==> config.mk <==
export PLATFORM = sky130hd
export DESIGN_NAME = multi_issue_ctrl_flat
export DESIGN_NICKNAME = d
export VERILOG_FILES = /design/src/rtl/multi_issue_ctrl_if.sv /design/src/rtl/multi_issue_ctrl.sv /design/src/flat_wrapper.sv
export SDC_FILE = /design/constraint.sdc
export NUM_CORES = 1
export LEC_CHECK = 0
export ABC_AREA = 1
export BUFFER_PORTS_ARGS = -buffer_cell sky130_fd_sc_hd__buf_4
export CORE_MARGIN = 2
export CORE_UTILIZATION = 44
export CTS_CLUSTER_SIZE = 28
export DETAILED_ROUTE_END_ITERATION = 8
export GPL_TIMING_DRIVEN = 0
export PLACE_DENSITY = 0.64
export REMOVE_ABC_BUFFERS = 1
export SLEW_MARGIN = 40
export SYNTH_ARGS = -nofsm -noshare
export SYNTH_HDL_FRONTEND = slang
export SYNTH_SLANG_ARGS = --single-unit
==> constraint.sdc <==
create_clock -name clk -period 4.4 [get_ports clk]
set_input_delay 0.88 -clock clk [delete_from_list [all_inputs] [get_ports clk]]
set_output_delay 0.88 -clock clk [all_outputs]
set_load 0.005 [all_outputs]
==> src/rtl/multi_issue_ctrl_if.sv <==
// Decode-stage issue bundle: head-of-FIFO decode fields in, per-lane issue
// mask, pop count and delay-slot flags out.
interface multi_issue_ctrl_if #(
  parameter int ISSUE_W = 2,
  parameter int LAT_W   = 2,
  parameter int CNT_W   = 2
);
  logic                          stall;
  logic                          flush;
  logic [CNT_W-1:0]              avail;
  logic [ISSUE_W-1:0][4:0]       rs;
  logic [ISSUE_W-1:0][4:0]       rt;
  logic [ISSUE_W-1:0]            read_rs;
  logic [ISSUE_W-1:0]            read_rt;
  logic [ISSUE_W-1:0]            reg_wen;
  logic [ISSUE_W-1:0][4:0]       waddr;
  logic [ISSUE_W-1:0][LAT_W-1:0] lat;
  logic [ISSUE_W-1:0]            hilo_wr;
  logic [ISSUE_W-1:0]            hilo_rd;
  logic [ISSUE_W-1:0]            cp0_wr;
  logic [ISSUE_W-1:0]            cp0_rd;
  logic [ISSUE_W-1:0]            is_mem;
  logic [ISSUE_W-1:0]            is_mdu;
  logic [ISSUE_W-1:0]            is_branch;
  logic [ISSUE_W-1:0]            only_one_issue;
  logic [ISSUE_W-1:0]            may_bring_flush;
  logic [ISSUE_W-1:0]            lane_ena;
  logic [CNT_W-1:0]              issue_cnt;
  logic [ISSUE_W-1:0]            in_delayslot;

  modport master (
    output stall, flush, avail, rs, rt, read_rs, read_rt, reg_wen, waddr, lat,
           hilo_wr, hilo_rd, cp0_wr, cp0_rd, is_mem, is_mdu, is_branch,
           only_one_issue, may_bring_flush,
    input  lane_ena, issue_cnt, in_delayslot
  );

  modport slave (
    input  stall, flush, avail, rs, rt, read_rs, read_rt, reg_wen, waddr, lat,
           hilo_wr, hilo_rd, cp0_wr, cp0_rd, is_mem, is_mdu, is_branch,
           only_one_issue, may_bring_flush,
    output lane_ena, issue_cnt, in_delayslot
  );
endinterface

==> src/rtl/multi_issue_ctrl.sv <==
// N-lane in-order issue controller: prefix issue mask from intra-group hazards,
// a per-GPR latency scoreboard and a registered branch delay-slot tracker.
module multi_issue_ctrl #(
  parameter int ISSUE_W = 2,
  parameter int MAX_LAT = 3,
  parameter int LAT_W   = $clog2(MAX_LAT + 1),
  parameter int CNT_W   = $clog2(ISSUE_W + 1)
) (
  input logic               clk,
  input logic               rst,
  multi_issue_ctrl_if.slave bus
);

  logic [31:0]        busy;
  logic [ISSUE_W-1:0] lane_block;
  logic [ISSUE_W-1:0] lane_ena;
  logic [ISSUE_W-1:0] in_ds;
  logic [CNT_W-1:0]   issue_cnt;
  logic               last_branch;
  logic               ds_pending_reg;
  logic               ds_pending_next;

  genvar gi;

  // One countdown per GPR; a nonzero count means the result is not yet forwardable.
  generate
    for (gi = 0; gi < 32; gi++) begin : g_sb
      logic [LAT_W-1:0] cnt_reg;
      logic [LAT_W-1:0] cnt_next;

      always_comb begin
        cnt_next = (cnt_reg != '0) ? cnt_reg - LAT_W'(1) : '0;
        for (int j = 0; j < ISSUE_W; j++) begin
          if (lane_ena[j] && bus.reg_wen[j] && bus.waddr[j] != 5'd0 &&
              bus.waddr[j] == 5'(gi))
            cnt_next = bus.lat[j];
        end
      end

      always_ff @(posedge clk) begin
        if (rst)
          cnt_reg <= '0;
        else if (!bus.stall)
          cnt_reg <= cnt_next;
      end

      assign busy[gi] = (cnt_reg != '0);
    end
  endgenerate

  // Per-lane block: scoreboard hit, plus pairing rules against every older lane.
  generate
    for (gi = 0; gi < ISSUE_W; gi++) begin : g_lane
      logic hz;

      always_comb begin
        hz = (bus.read_rs[gi] && busy[bus.rs[gi]]) ||
             (bus.read_rt[gi] && busy[bus.rt[gi]]);
        if (gi != 0)
          hz = hz || bus.only_one_issue[gi] || bus.may_bring_flush[gi];
        for (int j = 0; j < gi; j++) begin
          if (bus.reg_wen[j] && bus.waddr[j] != 5'd0 &&
              ((bus.read_rs[gi] && bus.rs[gi] == bus.waddr[j]) ||
               (bus.read_rt[gi] && bus.rt[gi] == bus.waddr[j])))
            hz = 1'b1;
          if (bus.hilo_wr[j] && (bus.hilo_rd[gi] || bus.hilo_wr[gi]))
            hz = 1'b1;
          if (bus.cp0_wr[j] && bus.cp0_rd[gi])
            hz = 1'b1;
          if ((bus.is_mem[j] && bus.is_mem[gi]) || (bus.is_mdu[j] && bus.is_mdu[gi]))
            hz = 1'b1;
          if (bus.only_one_issue[j])
            hz = 1'b1;
          if (bus.is_branch[j] && (j + 1 != gi))
            hz = 1'b1;
        end
      end

      assign lane_block[gi] = hz;
    end
  endgenerate

  always_comb begin
    lane_ena = '0;
    if (!rst && !bus.stall && !bus.flush) begin
      lane_ena[0] = (bus.avail != '0) && !lane_block[0];
      for (int i = 1; i < ISSUE_W; i++)
        lane_ena[i] = lane_ena[i-1] && (int'(bus.avail) > i) &&
                      !ds_pending_reg && !lane_block[i];
    end
  end

  always_comb begin
    issue_cnt = '0;
    for (int i = 0; i < ISSUE_W; i++)
      if (lane_ena[i])
        issue_cnt = issue_cnt + CNT_W'(1);
  end

  // The last issued lane is the one whose successor did not issue.
  assign last_branch = |(lane_ena & ~(lane_ena >> 1) & bus.is_branch);

  assign in_ds[0] = lane_ena[0] & ds_pending_reg;
  generate
    for (gi = 1; gi < ISSUE_W; gi++) begin : g_ds
      assign in_ds[gi] = lane_ena[gi] & bus.is_branch[gi-1];
    end
  endgenerate

  always_comb begin
    ds_pending_next = ds_pending_reg;
    if (bus.flush)
      ds_pending_next = 1'b0;
    else if (last_branch)
      ds_pending_next = 1'b1;
    else if (lane_ena[0] && ds_pending_reg)
      ds_pending_next = 1'b0;
  end

  always_ff @(posedge clk) begin
    if (rst)
      ds_pending_reg <= 1'b0;
    else
      ds_pending_reg <= ds_pending_next;
  end

  assign bus.lane_ena     = lane_ena;
  assign bus.issue_cnt    = issue_cnt;
  assign bus.in_delayslot = in_ds;

endmodule

==> src/flat_wrapper.sv <==
// flat-port wrapper written by rule: the top's interface ports become plain ports
module multi_issue_ctrl_flat 
#(
  parameter int ISSUE_W = 2,
  parameter int MAX_LAT = 3,
  parameter int LAT_W   = $clog2(MAX_LAT + 1),
  parameter int CNT_W   = $clog2(ISSUE_W + 1)
)
  (clk, rst, bus_stall, bus_flush, bus_avail, bus_rs, bus_rt, bus_read_rs, bus_read_rt, bus_reg_wen, bus_waddr, bus_lat, bus_hilo_wr, bus_hilo_rd, bus_cp0_wr, bus_cp0_rd, bus_is_mem, bus_is_mdu, bus_is_branch, bus_only_one_issue, bus_may_bring_flush, bus_lane_ena, bus_issue_cnt, bus_in_delayslot);
  multi_issue_ctrl_if #(.ISSUE_W(ISSUE_W), .LAT_W(LAT_W), .CNT_W(CNT_W)) bus_i ();
  input logic clk;
  input logic rst;
  input wire logic [$bits(bus_i.stall)-1:0] bus_stall;
  input wire logic [$bits(bus_i.flush)-1:0] bus_flush;
  input wire logic [$bits(bus_i.avail)-1:0] bus_avail;
  input wire logic [$bits(bus_i.rs)-1:0] bus_rs;
  input wire logic [$bits(bus_i.rt)-1:0] bus_rt;
  input wire logic [$bits(bus_i.read_rs)-1:0] bus_read_rs;
  input wire logic [$bits(bus_i.read_rt)-1:0] bus_read_rt;
  input wire logic [$bits(bus_i.reg_wen)-1:0] bus_reg_wen;
  input wire logic [$bits(bus_i.waddr)-1:0] bus_waddr;
  input wire logic [$bits(bus_i.lat)-1:0] bus_lat;
  input wire logic [$bits(bus_i.hilo_wr)-1:0] bus_hilo_wr;
  input wire logic [$bits(bus_i.hilo_rd)-1:0] bus_hilo_rd;
  input wire logic [$bits(bus_i.cp0_wr)-1:0] bus_cp0_wr;
  input wire logic [$bits(bus_i.cp0_rd)-1:0] bus_cp0_rd;
  input wire logic [$bits(bus_i.is_mem)-1:0] bus_is_mem;
  input wire logic [$bits(bus_i.is_mdu)-1:0] bus_is_mdu;
  input wire logic [$bits(bus_i.is_branch)-1:0] bus_is_branch;
  input wire logic [$bits(bus_i.only_one_issue)-1:0] bus_only_one_issue;
  input wire logic [$bits(bus_i.may_bring_flush)-1:0] bus_may_bring_flush;
  output wire logic [$bits(bus_i.lane_ena)-1:0] bus_lane_ena;
  output wire logic [$bits(bus_i.issue_cnt)-1:0] bus_issue_cnt;
  output wire logic [$bits(bus_i.in_delayslot)-1:0] bus_in_delayslot;
  assign bus_i.stall = bus_stall;
  assign bus_i.flush = bus_flush;
  assign bus_i.avail = bus_avail;
  assign bus_i.rs = bus_rs;
  assign bus_i.rt = bus_rt;
  assign bus_i.read_rs = bus_read_rs;
  assign bus_i.read_rt = bus_read_rt;
  assign bus_i.reg_wen = bus_reg_wen;
  assign bus_i.waddr = bus_waddr;
  assign bus_i.lat = bus_lat;
  assign bus_i.hilo_wr = bus_hilo_wr;
  assign bus_i.hilo_rd = bus_hilo_rd;
  assign bus_i.cp0_wr = bus_cp0_wr;
  assign bus_i.cp0_rd = bus_cp0_rd;
  assign bus_i.is_mem = bus_is_mem;
  assign bus_i.is_mdu = bus_is_mdu;
  assign bus_i.is_branch = bus_is_branch;
  assign bus_i.only_one_issue = bus_only_one_issue;
  assign bus_i.may_bring_flush = bus_may_bring_flush;
  assign bus_lane_ena = bus_i.lane_ena;
  assign bus_issue_cnt = bus_i.issue_cnt;
  assign bus_in_delayslot = bus_i.in_delayslot;
  multi_issue_ctrl #(.ISSUE_W(ISSUE_W), .MAX_LAT(MAX_LAT), .LAT_W(LAT_W), .CNT_W(CNT_W)) u_core (.clk(clk), .rst(rst), .bus(bus_i));
endmodule
==> flow_summary.json, run 1 <==
{
  "ys_ff_latch": 65,
  "dieArea_mm2": 0.0160,
  "slew_headroom": 0.440,
  "synthSimpleGateAreaFrac": 0.529,
  "met3_length_mm": 2.35,
  "drt-met1-wl_mm": 10.6,
  "core_area_mm2": 0.0146,
  "fin_crit_ps": 4270,
  "min_delay_path_depth": 2,
  "leakage_nw": 3.25,
  "ff2ff_path_depth": 18,
  "synth.most_common_cell": "nand2_1",
  "synth_edf_count": 0,
  "critical_path.startpoint": "bus_waddr[4]",
  "setup_violations": 0,
  "first_pass_iters": 5,
  "largest_register_ffs": 64,
  "synth_compound_area_frac": 0.147,
  "syn2layout_area_growth_pct": 11.5,
  "synth-async-reset-ratio": 0,
  "crit_required_ps": 3520,
  "post_drt_wl_per_cell_um": 16.8,
  "p_clk_frac": 0.369,
  "drv_slew": 0,
  "cts_tree": "built",
  "place.gp.congestion": 0.933,
  "row_count": 44,
  "dpl.hpwl_mm": 16.8,
  "hold_violations": 0,
  "endpoint_kind": "output pin",
  "h-tree-depth": 3,
  "worstHoldStart": "u_core.g_sb[0].cnt_reg[0]$_SDFFE_PP0N_",
  "synth_area_per_cell_um2": 5.34,
  "port_buffers": 65,
  "pwr-share-seq": 0.364,
  "postCtsSetupRepairBufs": 0,
  "die_y_um": 126,
  "swShare": 0.345,
  "dr_total_vias": 8350,
  "ys.flop_type": "dfxtp_1",
  "synth_cells": 1233,
  "irDropWorstVdd_mv": 0.190,
  "viasPerCell": 5.84,
  "ys_top_cells_by_area": "dfxtp_1 (20%), nand3_1 (18%), nand2_1 (17%)",
  "wl_met2_mm": 10.3,
  "initial_core_util": 0.452,
  "root_buffer": "clkbuf_16",
  "power_w": 0.00179,
  "synth_top_family_by_area": "simple AND/OR/NAND/NOR gates",
  "muxShareOfSynthArea": 0,
  "tns_ps": 0,
  "wl_mm": 24.1,
  "dieWidth_um": 126,
  "netSwitchingPower_w": 0.000616,
  "synth_common_cells": "nand2_1 (304), nand3_1 (237), nor2_1 (175)",
  "cts_max_path_buffers": 2,
  "final_nets": 1311,
  "rsz0062_at_grt": "false",
  "drc": 0,
  "holdPathEnd": "u_core.g_sb[0].cnt_reg[0]$_SDFFE_PP0N_",
  "antenna_found_initial": 0,
  "grt_first_pass_wirelength_mm": 38.0,
  "hold_class": "reg2reg",
  "drv_cap": 0,
  "combPwrFrac": 0.267,
  "cts_sinks": 65,
  "synth_top_cell_area_share": 0.197,
  "crit_arrival_ps": 3390,
  "track_usage": 0.294,
  "antenna_cells": 0,
  "status": "finished, final reports clean",
  "ioPinCount": 70,
  "synth_cell_types": 36,
  "grt_max_degree": 59,
  "synth_area_mm2": 0.00659,
  "yosys.area_share.adder": 0.00380,
  "numCtsBuffers": 9,
  "post_route_cells_drive_above_1_share": 0.0843,
  "ys_seq_area_frac": 0.197,
  "worst_r2r_startpoint": "u_core.g_sb[6].cnt_reg[1]$_SDFFE_PP0N_",
  "yosys.area.top_type": "dfxtp_1",
  "detail-route-antenna-nets": 0,
  "tightest_slew_ps": 841,
  "rr_endpoint": "u_core.g_sb[28].cnt_reg[1]$_SDFFE_PP0N_",
  "clk_latency_ps": 340,
  "dr.max_layer_used": "met4",
  "path_class": "in2out",
  "clk_pin_slew_ps": 50,
  "overflow": 0,
  "fin_skew_ps": 7.95,
  "yosys_warnings": 0,
  "fillers": 1595,
  "p_int_w": 0.00117,
  "drt-initial-drc-count": 904,
  "fin_util": 0.504,
  "first_global_vias": 7363,
  "p_per_area_mw_per_mm2": 243,
  "crit_path_start_kind": "primary input",
  "reg2reg_slack_ps": 1440,
  "finalCritPeriodShare": 0.971,
  "worst-path-max-fanout": 21,
  "synth-xor-area-share": 0,
  "max_freq_mhz": 234
}
==> cells in the final DEF (no fill, tap or decap), types with 4 or more instances in the layout <==
| cell | n |
|---|---|
| a21oi_1 | 59 |
| buf_4 | 65 |
| clkbuf_16 | 9 |
| clkinv_2 | 5 |
| dfxtp_1 | 65 |
| inv_1 | 114 |
| nand2_1 | 304 |
| nand3_1 | 237 |
| nand4_1 | 41 |
| nor2_1 | 174 |
| nor3_1 | 16 |
| o211ai_1 | 13 |
| o21ai_0 | 96 |
| o22ai_1 | 6 |
| or2_1 | 4 |
==> worst max path at each step <==
stage | to | cells past startpoint | slack [ps]
2_1_floorplan | bus_issue_cnt[0] | 8 | 170
3_5_place_dp | bus_issue_cnt[0] | 10 | 190
4_1_cts | bus_issue_cnt[0] | 10 | 170
5_1_grt | bus_issue_cnt[0] | 10 | 40
3_3_place_gp | bus_issue_cnt[0] | 10 | -1580
6_report | bus_issue_cnt[0] | 10 | 130
==> critical path: stages <==
cell,delay (ps)
buf_4,210
inv_1,600
nand3_1,230
nand2_1,220
a21oi_1,100
nor2_1,130
nand3_2,200
nor2_8,350
ha_1,300
buf_4,130
==> routing by layer <==
layer | vias to the layer above | track usage
met5 | - | 0
met3 | 52 | 0.0523
met1 | 3743 | 0.408
met4 | 0 | 0.122
met2 | 441 | 0.450
li1 | 4114 | -
==> per-stage QoR <==
stage / std cells / setup slack, ps / cell area (um^2) / hold WS [ps]
2_1_floorplan: 1164 / 172 / 6250 / 450
3_5_place_dp: 1417 / 194 / 7080 / 478
4_1_cts: 1429 / 172 / 7330 / 489
5_1_grt: 1430 / 36.8 / 7350 / 521
6_report: 1430 / 129 / 7350 / 492
3_3_place_gp: 1413 / -1580 / 6970 / 468
==> logic make-up (layout without fill, tap and decap cells) <==
kind of cell | after synthesis | after routing
AOI/OAI and AO/OA | 182 | 182
DFF | 65 | 65
buffers and inverters | 194 | 206
adders and majority gates | 2 | 2
and+or+nand+nor | 790 | 791
==> final cells by class <==
class	instances	area, um^2	share of cell area
clock buffers	11	253	0.0344
clock inverters	1	5.00	0.000681
inverters	125	479	0.0652
multi-input cells	975	4510	0.614
flip-flops and latches	65	1300	0.177
well taps	184	230	0.0313
repair buffers	69	571	0.0777
==> repair_timing <==
item                       4_1_cts  5_1_grt
setup endpoints to repair        0        1
gates resized for setup          0        0
hold buffers                     0        0
==> power by group through the flow <==
stage	sequential, W	combinational (W)	clock (W)
after floorplan	0.000654	0.000268	0
after detailed placement	0.000660	0.000462	0
after CTS	0.000648	0.000464	0.000670
after global routing	0.000654	0.000528	0.000699
final	0.000649	0.000477	0.000659
after global placement	0.000660	0.000453	0
No activity file was read; power rests on OpenSTA's default activity.
==> run 2, diff against run 1 <==
BUFFER_PORTS_ARGS = unset   (was -buffer_cell sky130_fd_sc_hd__buf_4)
DONT_BUFFER_PORTS = 1   (was unset)
PLACE_DENSITY = unset   (was 0.64)
PLACE_DENSITY_LB_ADDON = 0.25   (was unset)
==> flow_summary.json, run 2 (synthesis results as in run 1) <==
{
  "status": "finished, final reports clean",
  "initial_core_util": 0.452,
  "die_y_um": 126,
  "postCtsSetupRepairBufs": 0,
  "detail-route-antenna-nets": 0,
  "cts_max_path_buffers": 2,
  "p_per_area_mw_per_mm2": 267,
  "drv_cap": 0,
  "irDropWorstVdd_mv": 0.158,
  "overflow": 0,
  "antenna_found_initial": 0,
  "fin_crit_ps": 3880,
  "reg2reg_slack_ps": 1590,
  "mostFrequentLayoutCells": "nand2_1 (304), nand3_1 (237), nor2_1 (174)",
  "ctsResizeCount": 0,
  "syn2layout_area_growth_pct": 5.15,
  "endpoint_kind": "output pin",
  "rsz0062_at_grt": "false",
  "max_freq_mhz": 258,
  "grt_max_degree": 56,
  "first_global_vias": 7273,
  "drt-initial-drc-count": 909,
  "h-tree-depth": 3,
  "root_buffer": "clkbuf_16",
  "final_common_cell": "nand2_1",
  "post_drt_wl_per_cell_um": 17.0,
  "setup_violations": 0,
  "largest_register_ffs": 64,
  "worst_slack_ps": 523,
  "final_nets": 1246,
  "path_class": "in2out",
  "post_route_cells_drive_above_1_share": 0.0363,
  "final-instance-count-excl-fill": 1369,
  "tns_ps": 0,
  "hold_violations": 0,
  "antenna_cells": 0,
  "track_usage": 0.294,
  "drv_slew": 0,
  "row_count": 44,
  "clk_latency_ps": 350,
  "first_pass_iters": 6,
  "clk_pin_slew_ps": 60,
  "wl_mm": 23.2,
  "core_area_mm2": 0.0146,
  "cts_sinks": 65,
  "leakage_nw": 2.96,
  "place.gp.congestion": 0.964,
  "pre_cts_ws_ps": 569,
  "numCtsBuffers": 9,
  "dp.cells": 1353,
  "dpl.hpwl_mm": 16.2,
  "grt_first_pass_wirelength_mm": 37.9,
  "crit_arrival_ps": 3000,
  "hold_class": "reg2reg",
  "power_w": 0.00185,
  "dr_total_vias": 8080,
  "tightest_slew_ps": 853,
  "fin_skew_ps": 9.08,
  "ioPinCount": 70,
  "finalCritPeriodShare": 0.881,
  "dieArea_mm2": 0.0160,
  "drc": 0,
  "port_buffers": 0,
  "crit_required_ps": 3520,
  "worst-path-max-fanout": 29,
  "crit_path_start_kind": "primary input",
  "cts_tree": "built",
  "fin_util": 0.475,
  "cts_hold_buf": 0,
  "viasPerCell": 5.90,
  "dieWidth_um": 126,
  "slew_headroom": 0.428
}
[run 2: cell count changes in the layout (fill, tap and decap cells not counted), sizes merged]
cell      before  now
nor2         179  178
clkinvlp       0    2
inv          119  118
clkbuf        11   12
buf           69    5
bufinv         0    2
[run 2: cell type report]
type | instances | area (um^2)
clock buffer | 12 | 256
multi-input combinational | 974 | 4490
timing repair buffer | 5 | 97.6
sequential | 65 | 1300
clock inverter | 4 | 75.1
inverter | 125 | 479
tap | 184 | 230
fill | 1609 | 7660
[run 2: critical path: stages]
cell and delay [ps]:
inv_1 580, nand3_1 210, nand2_1 220, a21oi_1 100, nor2_1 120, nand3_2 130, nor2_8 390, ha_1 330
[run 2: stage by stage]
stage	instance area, um^2	hold slack (ps)
3_5_place_dp	6600	475
3_3_place_gp	6480	469
5_1_grt	6930	527
6_report	6930	483
4_1_cts	6930	484
2_1_floorplan	6250	450
[run 2: layer usage]
| layer | share of wire | wire [um] | vias to the layer above | GRT usage |
|---|---|---|---|---|
| li1 | - | - | 3986 | - |
| met1 | 0.43 | 9880 | 3605 | 0.390 |
| met2 | 0.42 | 9820 | 439 | 0.430 |
| met3 | 0.13 | 2930 | 50 | 0.102 |
| met4 | 0.026 | 603 | 0 | 0.126 |
| met5 | 0 | 0 | - | 0 |
[run 2: where the power goes]
| group | total, W | switching [W] | internal [W] | leakage [nW] |
|---|---|---|---|---|
| clock network | 0.000821 | 0.000293 | 0.000527 | 0.155 |
| registers | 0.000648 | 0.0000267 | 0.000622 | 0.536 |
| logic | 0.000383 | 0.000266 | 0.000116 | 2.27 |
[run 2: final timing paths]
check                           depth (start not counted)                                      end                                    from
worst min-delay path                                    2   u_core.g_sb[0].cnt_reg[1]$_SDFFE_PP0N_  u_core.g_sb[0].cnt_reg[1]$_SDFFE_PP0N_
worst min register to register                          2   u_core.g_sb[0].cnt_reg[1]$_SDFFE_PP0N_  u_core.g_sb[0].cnt_reg[1]$_SDFFE_PP0N_
worst max register to register                         15  u_core.g_sb[17].cnt_reg[0]$_SDFFE_PP0N_  u_core.g_sb[6].cnt_reg[1]$_SDFFE_PP0N_
worst max-delay path                                    8                         bus_issue_cnt[0]                            bus_waddr[4]
